`src/rtl/cpu_pkg.sv`:
```
// cpu_pkg: shared RV32I opcode constants, immediate-format enumeration and opcode helpers.
package cpu_pkg;
  localparam logic [6:0] OP_LOAD     = 7'h03;
  localparam logic [6:0] OP_MISC_MEM = 7'h0F;
  localparam logic [6:0] OP_IMM      = 7'h13;
  localparam logic [6:0] OP_AUIPC    = 7'h17;
  localparam logic [6:0] OP_STORE    = 7'h23;
  localparam logic [6:0] OP_REG      = 7'h33;
  localparam logic [6:0] OP_LUI      = 7'h37;
  localparam logic [6:0] OP_BRANCH   = 7'h63;
  localparam logic [6:0] OP_JALR     = 7'h67;
  localparam logic [6:0] OP_JAL      = 7'h6F;
  localparam logic [6:0] OP_SYSTEM   = 7'h73;

  typedef enum logic [2:0] {FMT_NONE, FMT_I, FMT_S, FMT_B, FMT_U, FMT_J} imm_fmt_e;

  function automatic imm_fmt_e imm_fmt(input logic [6:0] op);
    return (op == OP_LOAD || op == OP_IMM || op == OP_JALR) ? FMT_I :
           (op == OP_STORE)                                 ? FMT_S :
           (op == OP_BRANCH)                                ? FMT_B :
           (op == OP_LUI || op == OP_AUIPC)                 ? FMT_U :
           (op == OP_JAL)                                   ? FMT_J : FMT_NONE;
  endfunction

  function automatic logic rv32i_op(input logic [6:0] op);
    return op inside {OP_LOAD, OP_MISC_MEM, OP_IMM, OP_AUIPC, OP_STORE, OP_REG,
                      OP_LUI, OP_BRANCH, OP_JALR, OP_JAL, OP_SYSTEM};
  endfunction
endpackage

```
`src/rtl/imm_gen.sv`:
```
// imm_gen: combinational sign-extended immediate extraction selected by opcode format.
module imm_gen
  import cpu_pkg::*;
(
  input  logic [31:0] INST,
  output logic [31:0] IMM
);
  imm_fmt_e fmt;
  assign fmt = imm_fmt(INST[6:0]);
  always_comb
    IMM = fmt == FMT_I ? {{20{INST[31]}}, INST[31:20]} :
          fmt == FMT_S ? {{20{INST[31]}}, INST[31:25], INST[11:7]} :
          fmt == FMT_B ? {{19{INST[31]}}, INST[31], INST[7], INST[30:25], INST[11:8], 1'b0} :
          fmt == FMT_U ? {INST[31:12], 12'b0} :
          fmt == FMT_J ? {{11{INST[31]}}, INST[31], INST[19:12], INST[20], INST[30:21], 1'b0} :
          32'b0;
endmodule

```
`src/rtl/inst_decode.sv`:
```
// inst_decode: RV32I decode stage with skid buffer and registered decode output.
// Define ID_ILLEGAL_CHECK_EN to build the unsupported-opcode check on ID_ILLEGAL.
module inst_decode
  import cpu_pkg::*;
#(
  parameter int BUF_DEPTH = 2
) (
  input  logic        CLK,
  input  logic        RST,
  input  logic [31:0] IF_PC,
  input  logic [31:0] IF_INST,
  input  logic        IF_INST_VALID,
  output logic        IF_STALL,
  input  logic        DN_STALL,
  input  logic        FLUSH,
  output logic        ID_VALID,
  output logic [31:0] ID_PC,
  output logic [6:0]  ID_OPCODE,
  output logic [2:0]  ID_FUNCT3,
  output logic [6:0]  ID_FUNCT7,
  output logic [4:0]  ID_RD,
  output logic [4:0]  ID_RS1,
  output logic [4:0]  ID_RS2,
  output logic [31:0] ID_IMM,
  output logic        ID_ILLEGAL,
  output logic        OVERFLOW
);
  localparam int PW = $clog2(BUF_DEPTH);
  localparam int CW = $clog2(BUF_DEPTH + 1);

  logic [31:0]   buf_pc   [BUF_DEPTH];
  logic [31:0]   buf_inst [BUF_DEPTH];
  logic [PW-1:0] rd_ptr, wr_ptr;
  logic [CW-1:0] cnt, cnt_nxt;
  logic          empty, full, deq, bypass, enq_req, enq, drop, load;
  logic [31:0]   src_pc, src_inst, src_imm;

  function automatic logic [PW-1:0] inc(input logic [PW-1:0] p);
    return p == PW'(BUF_DEPTH - 1) ? '0 : p + 1'b1;
  endfunction

  // A dequeue frees the head slot in the same cycle, so a full buffer still accepts then.
  always_comb begin
    empty   = cnt == '0;
    full    = cnt == CW'(BUF_DEPTH);
    deq     = !DN_STALL && !empty;
    bypass  = !DN_STALL && empty && IF_INST_VALID;
    enq_req = IF_INST_VALID && !bypass;
    enq     = enq_req && (!full || deq);
    drop    = enq_req && full && !deq;
    load    = deq || bypass;
    cnt_nxt = cnt + CW'(enq) - CW'(deq);
    src_pc   = empty ? IF_PC : buf_pc[rd_ptr];
    src_inst = empty ? IF_INST : buf_inst[rd_ptr];
  end

  imm_gen u_imm_gen (.INST(src_inst), .IMM(src_imm));

  always_ff @(posedge CLK)
    if (!RST && !FLUSH && enq) begin
      buf_pc[wr_ptr]   <= IF_PC;
      buf_inst[wr_ptr] <= IF_INST;
    end

  always_ff @(posedge CLK) begin
    if (RST) begin
      cnt       <= '0;
      rd_ptr    <= '0;
      wr_ptr    <= '0;
      IF_STALL  <= 1'b0;
      OVERFLOW  <= 1'b0;
      ID_VALID  <= 1'b0;
      ID_PC     <= '0;
      ID_OPCODE <= '0;
      ID_FUNCT3 <= '0;
      ID_FUNCT7 <= '0;
      ID_RD     <= '0;
      ID_RS1    <= '0;
      ID_RS2    <= '0;
      ID_IMM    <= '0;
    end else if (FLUSH) begin
      cnt      <= '0;
      rd_ptr   <= '0;
      wr_ptr   <= '0;
      IF_STALL <= 1'b0;
      ID_VALID <= 1'b0;
    end else begin
      cnt      <= cnt_nxt;
      IF_STALL <= cnt_nxt != '0;
      if (enq) wr_ptr <= inc(wr_ptr);
      if (deq) rd_ptr <= inc(rd_ptr);
      if (drop) OVERFLOW <= 1'b1;
      if (!DN_STALL) ID_VALID <= load;
      if (load) begin
        ID_PC     <= src_pc;
        ID_OPCODE <= src_inst[6:0];
        ID_RD     <= src_inst[11:7];
        ID_FUNCT3 <= src_inst[14:12];
        ID_RS1    <= src_inst[19:15];
        ID_RS2    <= src_inst[24:20];
        ID_FUNCT7 <= src_inst[31:25];
        ID_IMM    <= src_imm;
      end
    end
  end

`ifdef ID_ILLEGAL_CHECK_EN
  always_ff @(posedge CLK)
    if (RST) ID_ILLEGAL <= 1'b0;
    else if (!FLUSH && load) ID_ILLEGAL <= src_inst[1:0] != 2'b11 || !rv32i_op(src_inst[6:0]);
`else
  assign ID_ILLEGAL = 1'b0;
`endif
endmodule

```
`config.mk`:
```
export PLATFORM = sky130hd
export DESIGN_NAME = inst_decode
export DESIGN_NICKNAME = d
export VERILOG_FILES = /design/src/rtl/cpu_pkg.sv /design/src/rtl/imm_gen.sv /design/src/rtl/inst_decode.sv
export SDC_FILE = /design/constraint.sdc
export NUM_CORES = 1
export LEC_CHECK = 0
export CAP_MARGIN = 20
export CORE_MARGIN = 2
export CORE_UTILIZATION = 56
export DETAILED_ROUTE_END_ITERATION = 12
export HOLD_SLACK_MARGIN = 0.05
export PLACE_DENSITY = 0.93
export SLEW_MARGIN = 40
export SYNTH_ARGS = -nofsm -noshare
export SYNTH_HDL_FRONTEND = slang
export SYNTH_SLANG_ARGS = --single-unit
export TNS_END_PERCENT = 1
```
`constraint.sdc`:
```
create_clock -name CLK -period 25.8 [get_ports CLK]
set_input_delay 3.87 -clock CLK [delete_from_list [all_inputs] [get_ports CLK]]
set_output_delay 3.87 -clock CLK [all_outputs]
set_load 0.05 [all_outputs]
```
==> results of run 1 <==
-- routing by layer --
metal	GRT usage [%]	up-vias	share of wire [%]
li1	-	3203	-
met3	5.29	53	7.4
met4	8.00	0	2.9
met5	0	-	0
met2	42.3	277	50
met1	31.4	3207	40
-- cell usage after synthesis (3+ instances only) --
library cell	number
sky130_fd_sc_hd__a211o_1	8
sky130_fd_sc_hd__a211oi_1	10
sky130_fd_sc_hd__a211oi_2	6
sky130_fd_sc_hd__a21o_1	5
sky130_fd_sc_hd__a21oi_1	84
sky130_fd_sc_hd__a21oi_2	3
sky130_fd_sc_hd__a21oi_4	3
sky130_fd_sc_hd__a222oi_1	4
sky130_fd_sc_hd__a22oi_1	6
sky130_fd_sc_hd__buf_1	6
sky130_fd_sc_hd__buf_2	9
sky130_fd_sc_hd__clkbuf_1	38
sky130_fd_sc_hd__dfxtp_1	104
sky130_fd_sc_hd__edfxtp_1	128
sky130_fd_sc_hd__inv_1	11
sky130_fd_sc_hd__mux2i_1	67
sky130_fd_sc_hd__nand2_1	86
sky130_fd_sc_hd__nand3_1	3
sky130_fd_sc_hd__nand4_1	4
sky130_fd_sc_hd__nor2_1	109
sky130_fd_sc_hd__nor3_1	24
sky130_fd_sc_hd__o211a_1	3
sky130_fd_sc_hd__o211ai_1	33
sky130_fd_sc_hd__o21ai_0	15
sky130_fd_sc_hd__xor2_1	3
-- cells by family (layout without fill, tap and decap cells) --
| family | after synthesis | after routing | share of synthesized area (%) |
|---|---|---|---|
| compound gates | 188 | 188 | 13.8 |
| xor+xnor | 5 | 5 | 0.473 |
| fa+ha+maj | 2 | 2 | 0.270 |
| buf+inv | 68 | 227 | 3.12 |
| flops | 232 | 232 | 64.0 |
| mux | 68 | 68 | 7.37 |
| other cells | 1 | 1 | 0.0405 |
| simple gates | 239 | 239 | 10.8 |
-- final cells by class --
class	instances	share of cell area, %
Tap cell	216	2.29
Clock buffer	30	5.19
Multi-Input combinational cell	503	26.0
Inverter	11	0.350
Sequential cell	232	50.3
Clock inverter	12	0.944
Timing Repair Buffer	174	14.9
-- worst max-delay path: stages --
cell and delay [ns]:
sky130_fd_sc_hd__clkdlybuf4s50_1 0.63, sky130_fd_sc_hd__nor3_4 0.26, sky130_fd_sc_hd__buf_4 0.51, sky130_fd_sc_hd__nand3_1 0.32
sky130_fd_sc_hd__a2111oi_4 0.59, sky130_fd_sc_hd__a22oi_1 0.17, sky130_fd_sc_hd__nor2_1 0.12
-- worst paths after layout --
kind	startpoint	to	slack [ns]	cells after the start
setup / recovery	FLUSH	ID_IMM[10]$_SDFFE_PP0P_	19.76	7
hold / removal	ID_PC[20]$_SDFFE_PP0P_	ID_PC[20]$_SDFFE_PP0P_	0.45	2
setup reg to reg	register	ID_IMM[21]$_SDFFE_PP0P_	22.77	7
hold reg to reg	ID_PC[20]$_SDFFE_PP0P_	ID_PC[20]$_SDFFE_PP0P_	0.45	2
-- power groups by stage --
stage	logic (mW)	clock network [mW]	registers [mW]
floorplan	0.0453	0	0.434
global placement	0.102	0	0.412
detailed placement	0.105	0	0.412
CTS	0.106	0.325	0.405
global route	0.113	0.342	0.405
finish	0.106	0.320	0.405
-- registers in the layout, summed over array words and instances (netlist names), 7 cells and up, named ones only --
signal and count:
ID_IMM 32, ID_OPCODE 7, ID_FUNCT7 7, ID_PC 32, buf_inst 64, buf_pc 64
-- through the flow --
step	std cells	power, mW	setup slack (ns)	area, µm²	utilization (%)
floorplan	803	0.479	14.09	9250	-
global placement	1134	0.514	19.37	11000	68.8
detailed placement	1136	0.518	19.25	11100	69.2
CTS	1178	0.835	19.75	11800	73.7
global route	1178	0.860	19.54	11800	73.7
finish	1178	0.830	19.76	11800	73.7
==> results.toml, run 1 <==
[die]
std_cell_rows = 46
die_height_um = 133
io_pins = 169
core_area_mm2 = 0.0160
floorplan.initialDensity_pct = 57.8
die_width_um = 133
floorplan.die_area_mm2 = 0.0176

[detailed_routing]
vias = 6740
wirelength_um = 21900
detail_route.first_pass.iterations = 5
postRouteAntennaNets = 0
drc = 0
via_per_inst = 5.72
mean_routed_wirelength_per_cell_um = 18.6
drt_iter0_drc = 507

[cts]
total_cts_buffers = 23
cts_post_setup_buffers_inserted = 0
cts_tree = "yes"
cts_hold_repair.buffers = 0
clock_tree.buffer_depth = 3
worst_setup_hold_path_clk_slew_ns = 0.06
cts_root_buf = "sky130_fd_sc_hd__clkbuf_16"
cts-resized-gates = 0
clock_sink_count = 232
cts.htree.levels = 1
clk_latency_ns = 0.50

[power]
seq_power_share_pct = 48.7
pwr_density_cell_mw_per_mm2 = 70.4
comb_power_share_pct = 12.8
power.share.switching_pct = 24.9
clock_power_share_pct = 38.5
power.leakage_nw = 3.87
power.switching_mw = 0.207
power.ir.vdd_worst_mv = 0.0586
cellInternalPower_mw = 0.623

[timing]
final.period_utilization_pct = 23.4
report.final.hold_viol_count = 0
grt_setup_unrepaired = "false"
post-route-min-period_ns = 6.04
finalClockSkew_ns = 0.0117
worst_hold_slack_ns = 0.452
timing.final.max_slew_violations = 0
totalNegativeSetupSlack_ns = 0
worst_slew_margin_rel_pct = 44.3
max_clock_freq_ghz = 0.165
report.final.setup_viol = 0
worstMarginPinSlew_ns = 0.836

[run_status]
status = "complete, no violations"

[synthesis]
synth_top_cell_by_area = "sky130_fd_sc_hd__edfxtp_1"
dominantRegCellSynth = "sky130_fd_sc_hd__edfxtp_1"
postSynthRegisterBits = 232
yosysSeqAreaShare_pct = 64.0
synth_cell_type_count = 51
syn_inst = 803
edff_count_synth = 128
synth_nets = 874
asyncSetResetFlopFracSynth_pct = 0
yosysWarningCount = 0
synth.avg_cell_area_um2 = 11.5
syn-cell-area_mm2 = 0.00925
synth.top_cell.area_share_pct = 41.5
synth_top_cells_by_area = "sky130_fd_sc_hd__edfxtp_1, sky130_fd_sc_hd__dfxtp_1, sky130_fd_sc_hd__mux2i_1, sky130_fd_sc_hd__a21oi_1, sky130_fd_sc_hd__nor2_1"

[worst_setup_path]
cp-end-kind = "register"
critPathArrivalTime_ns = 6.48
setup.worst_path.class = "in2reg"
critical_path_peak_fanout = 52
worst_endpoint_required_time_ns = 26.24
crit_path_start_kind = "input port"

[place]
io_buffers = 167
place_hpwl_um = 14100
gp_weighted_congestion = 0.927

[grt]
antenna_violations_before_repair = 0
grt_max_degree = 95
grt_overflow = 0
grt.total_usage_pct = 24.7
grt_pass1_vias = 6802
grt_first_pass_wirelength_um = 34800

[min_path]
hp-class = "reg2reg"

[final_layout]
layout-area-overhead-vs-synth_pct = 27.5
layout.area.seq_mm2 = 0.00593
design.final.nets = 1016
final_layout_size_suffix_gt1_share_pct = 6.96
top_library_cells_by_usage_in_the_layout_fill_and_taps_aside = "sky130_fd_sc_hd__clkdlybuf4s50_1, sky130_fd_sc_hd__edfxtp_1, sky130_fd_sc_hd__nor2_1"
antenna_cells_inserted = 0
multiInputGateArea_mm2 = 0.00307
layout.cells.most_common = "sky130_fd_sc_hd__clkdlybuf4s50_1"
final.fill_count = 1108

[flow_run]
max_cap_viol_count = 0
Power figures use the tool's default switching activity.
==> run 2, diff against run 1 <==
CORE_UTILIZATION = 52   (was 56)
PLACE_DENSITY = 0.87   (was 0.93)
clock period = 6.2 ns   (was 25.8 ns; I/O delays follow)
==> run 2 against run 1 <==
Against the previous run:
- sequential power grew to 4.2 times the previous value
- core utilization fell by 5.6 points
- clock skew shrank 0.0050 ns
- critical path depth is the same
- global-route usage is 1.8 points lower
- setup slack worse by 17 ns
- clock-buffer cell count is 11 higher
- cell count up 0.93%
- hold slack got worse by 0.00051 ns
- non-clock buffer count up 1
- first-iteration DRC count decreased by 19%
- total power grew to 4.1 times the previous value
- critical endpoint is now ID_IMM[20]$_SDFFE_PP0P_
==> results.toml, run 2 (synthesis gave the netlist of run 1 again) <==
[detailed_routing]
via_per_inst = 5.68
vias = 6749
detail_route.first_pass.iterations = 5
drt_iter0_drc = 409
mean_routed_wirelength_per_cell_um = 18.5
wirelength_um = 22000
postRouteAntennaNets = 0
drc = 0

[timing]
timing.final.max_slew_violations = 0
final.period_utilization_pct = 52.3
worst_slew_margin_rel_pct = 45.7
post-route-min-period_ns = 3.24
report.final.hold_viol_count = 0
grt_setup_unrepaired = "false"
finalClockSkew_ns = 0.00673
report.final.setup_viol = 0
worst_hold_slack_ns = 0.452
max_clock_freq_ghz = 0.308
worstMarginPinSlew_ns = 0.814

[cts]
cts_tree = "yes"
cts-resized-gates = 0
cts_root_buf = "sky130_fd_sc_hd__clkbuf_16"
cts.htree.levels = 1
clock_sink_count = 232
cts_post_setup_buffers_inserted = 0
total_cts_buffers = 24
clock_tree.buffer_depth = 3
worst_setup_hold_path_clk_slew_ns = 0.06
clk_latency_ns = 0.50
cts_hold_repair.buffers = 0

[final_layout]
layout-area-overhead-vs-synth_pct = 27.8
reg.largest.list = "buf_inst: 64 flops, buf_pc: 64 flops"
antenna_cells_inserted = 0
final_area_mm2 = 0.0118
top_library_cells_by_usage_in_the_layout_fill_and_taps_aside = "sky130_fd_sc_hd__clkdlybuf4s50_1, sky130_fd_sc_hd__edfxtp_1, sky130_fd_sc_hd__nor2_1"
design.final.nets = 1018
layout.cells.most_common = "sky130_fd_sc_hd__clkdlybuf4s50_1"
final_layout_size_suffix_gt1_share_pct = 6.43

[power]
finalPower_mw = 3.43
power.ir.vdd_worst_mv = 0.235
pwr_density_cell_mw_per_mm2 = 290
power.leakage_nw = 3.86

[die]
core_area_mm2 = 0.0174
io_pins = 169
die_width_um = 137
floorplan.die_area_mm2 = 0.0189
floorplan.initialDensity_pct = 53.3
die_height_um = 137
std_cell_rows = 48

[worst_setup_path]
crit_path_start_kind = "register"
critPathArrivalTime_ns = 3.67
critical_path_peak_fanout = 35
critical_path.slowest_cell = "sky130_fd_sc_hd__dfxtp_4"
setup.worst_path.class = "reg2reg"
cp_slowest_stage_delay_ns = 0.71
worstPathCellList = "buf_4, mux2i_1, a21o_1, nand4_1, nor2_1, nor3_1, o21ai_0"
crit_family = "simple AND/OR/NAND/NOR gates"
cp_num_buf_inv = 1
cp-end-kind = "register"
worst_endpoint_required_time_ns = 6.63

[place]
place_hpwl_um = 14100
gp_weighted_congestion = 0.877
dpl_cell_area_mm2 = 0.0111
io_buffers = 167

[grt]
antenna_violations_before_repair = 1
grt_pass1_vias = 6608
grt.total_usage_pct = 22.9
grt_overflow = 0
grt_max_degree = 95
grt_first_pass_wirelength_um = 34000

[min_path]
hp-class = "reg2reg"

[flow_run]
max_cap_viol_count = 0

[run_status]
status = "complete, no violations"
==> run 2: area by class of cell <==
| class | instances | area, µm² |
|---|---|---|
| Tap cell | 225 | 282 |
| Multi-Input combinational cell | 503 | 3080 |
| Clock buffer | 41 | 696 |
| Fill cell | 1264 | 5530 |
| Inverter | 11 | 41.3 |
| Timing Repair Buffer | 175 | 1790 |
| Clock inverter | 2 | 12.5 |
| Sequential cell | 232 | 5930 |
==> run 2: worst reg2reg max path, delay by kind of cell (launching register included) <==
kind | cells | cell delay (ns)
DFF | 1 | 0.71
muxes | 1 | 0.32
and+or+nand+nor | 3 | 1.07
AOI/OAI and AO/OA | 2 | 0.45
buffers and inverters | 1 | 0.63
==> run 2: per-layer routing <==
layer	routed length (µm)	vias to the layer above	GRT usage, %	part of all wire, %
met3	1800	47	5.89	8.2
met5	11	-	0	0.050
li1	-	3200	-	-
met1	9120	3231	28.7	41
met2	10600	269	38.9	48
met4	499	2	7.33	2.3
==> run 2: worst paths after layout <==
path                               start                 endpoint  slack, ns  depth (start not counted)
setup / recovery                register  ID_IMM[20]$_SDFFE_PP0P_       2.96                          7
hold / removal    ID_PC[28]$_SDFFE_PP0P_   ID_PC[28]$_SDFFE_PP0P_       0.45                          2
setup reg to reg                register  ID_IMM[20]$_SDFFE_PP0P_       2.96                          7
hold reg to reg   ID_PC[28]$_SDFFE_PP0P_   ID_PC[28]$_SDFFE_PP0P_       0.45                          2
==> run 2: stage by stage <==
step / utilization (%) / setup TNS (ns) / setup WS (ns) / instances
global route: 68.1 / 0 / 2.70 / 1189
CTS: 68.1 / 0 / 2.88 / 1189
floorplan: - / -130.69 / -2.04 / 803
detailed placement: 64.0 / 0 / 2.46 / 1146
global placement: 63.6 / 0 / 2.59 / 1143
finish: 68.1 / 0 / 2.96 / 1189
==> run 2: where the power goes <==
part	switching (mW)	internal (mW)
logic	0.288	0.153
clock network	0.544	0.758
registers	0.0234	1.66
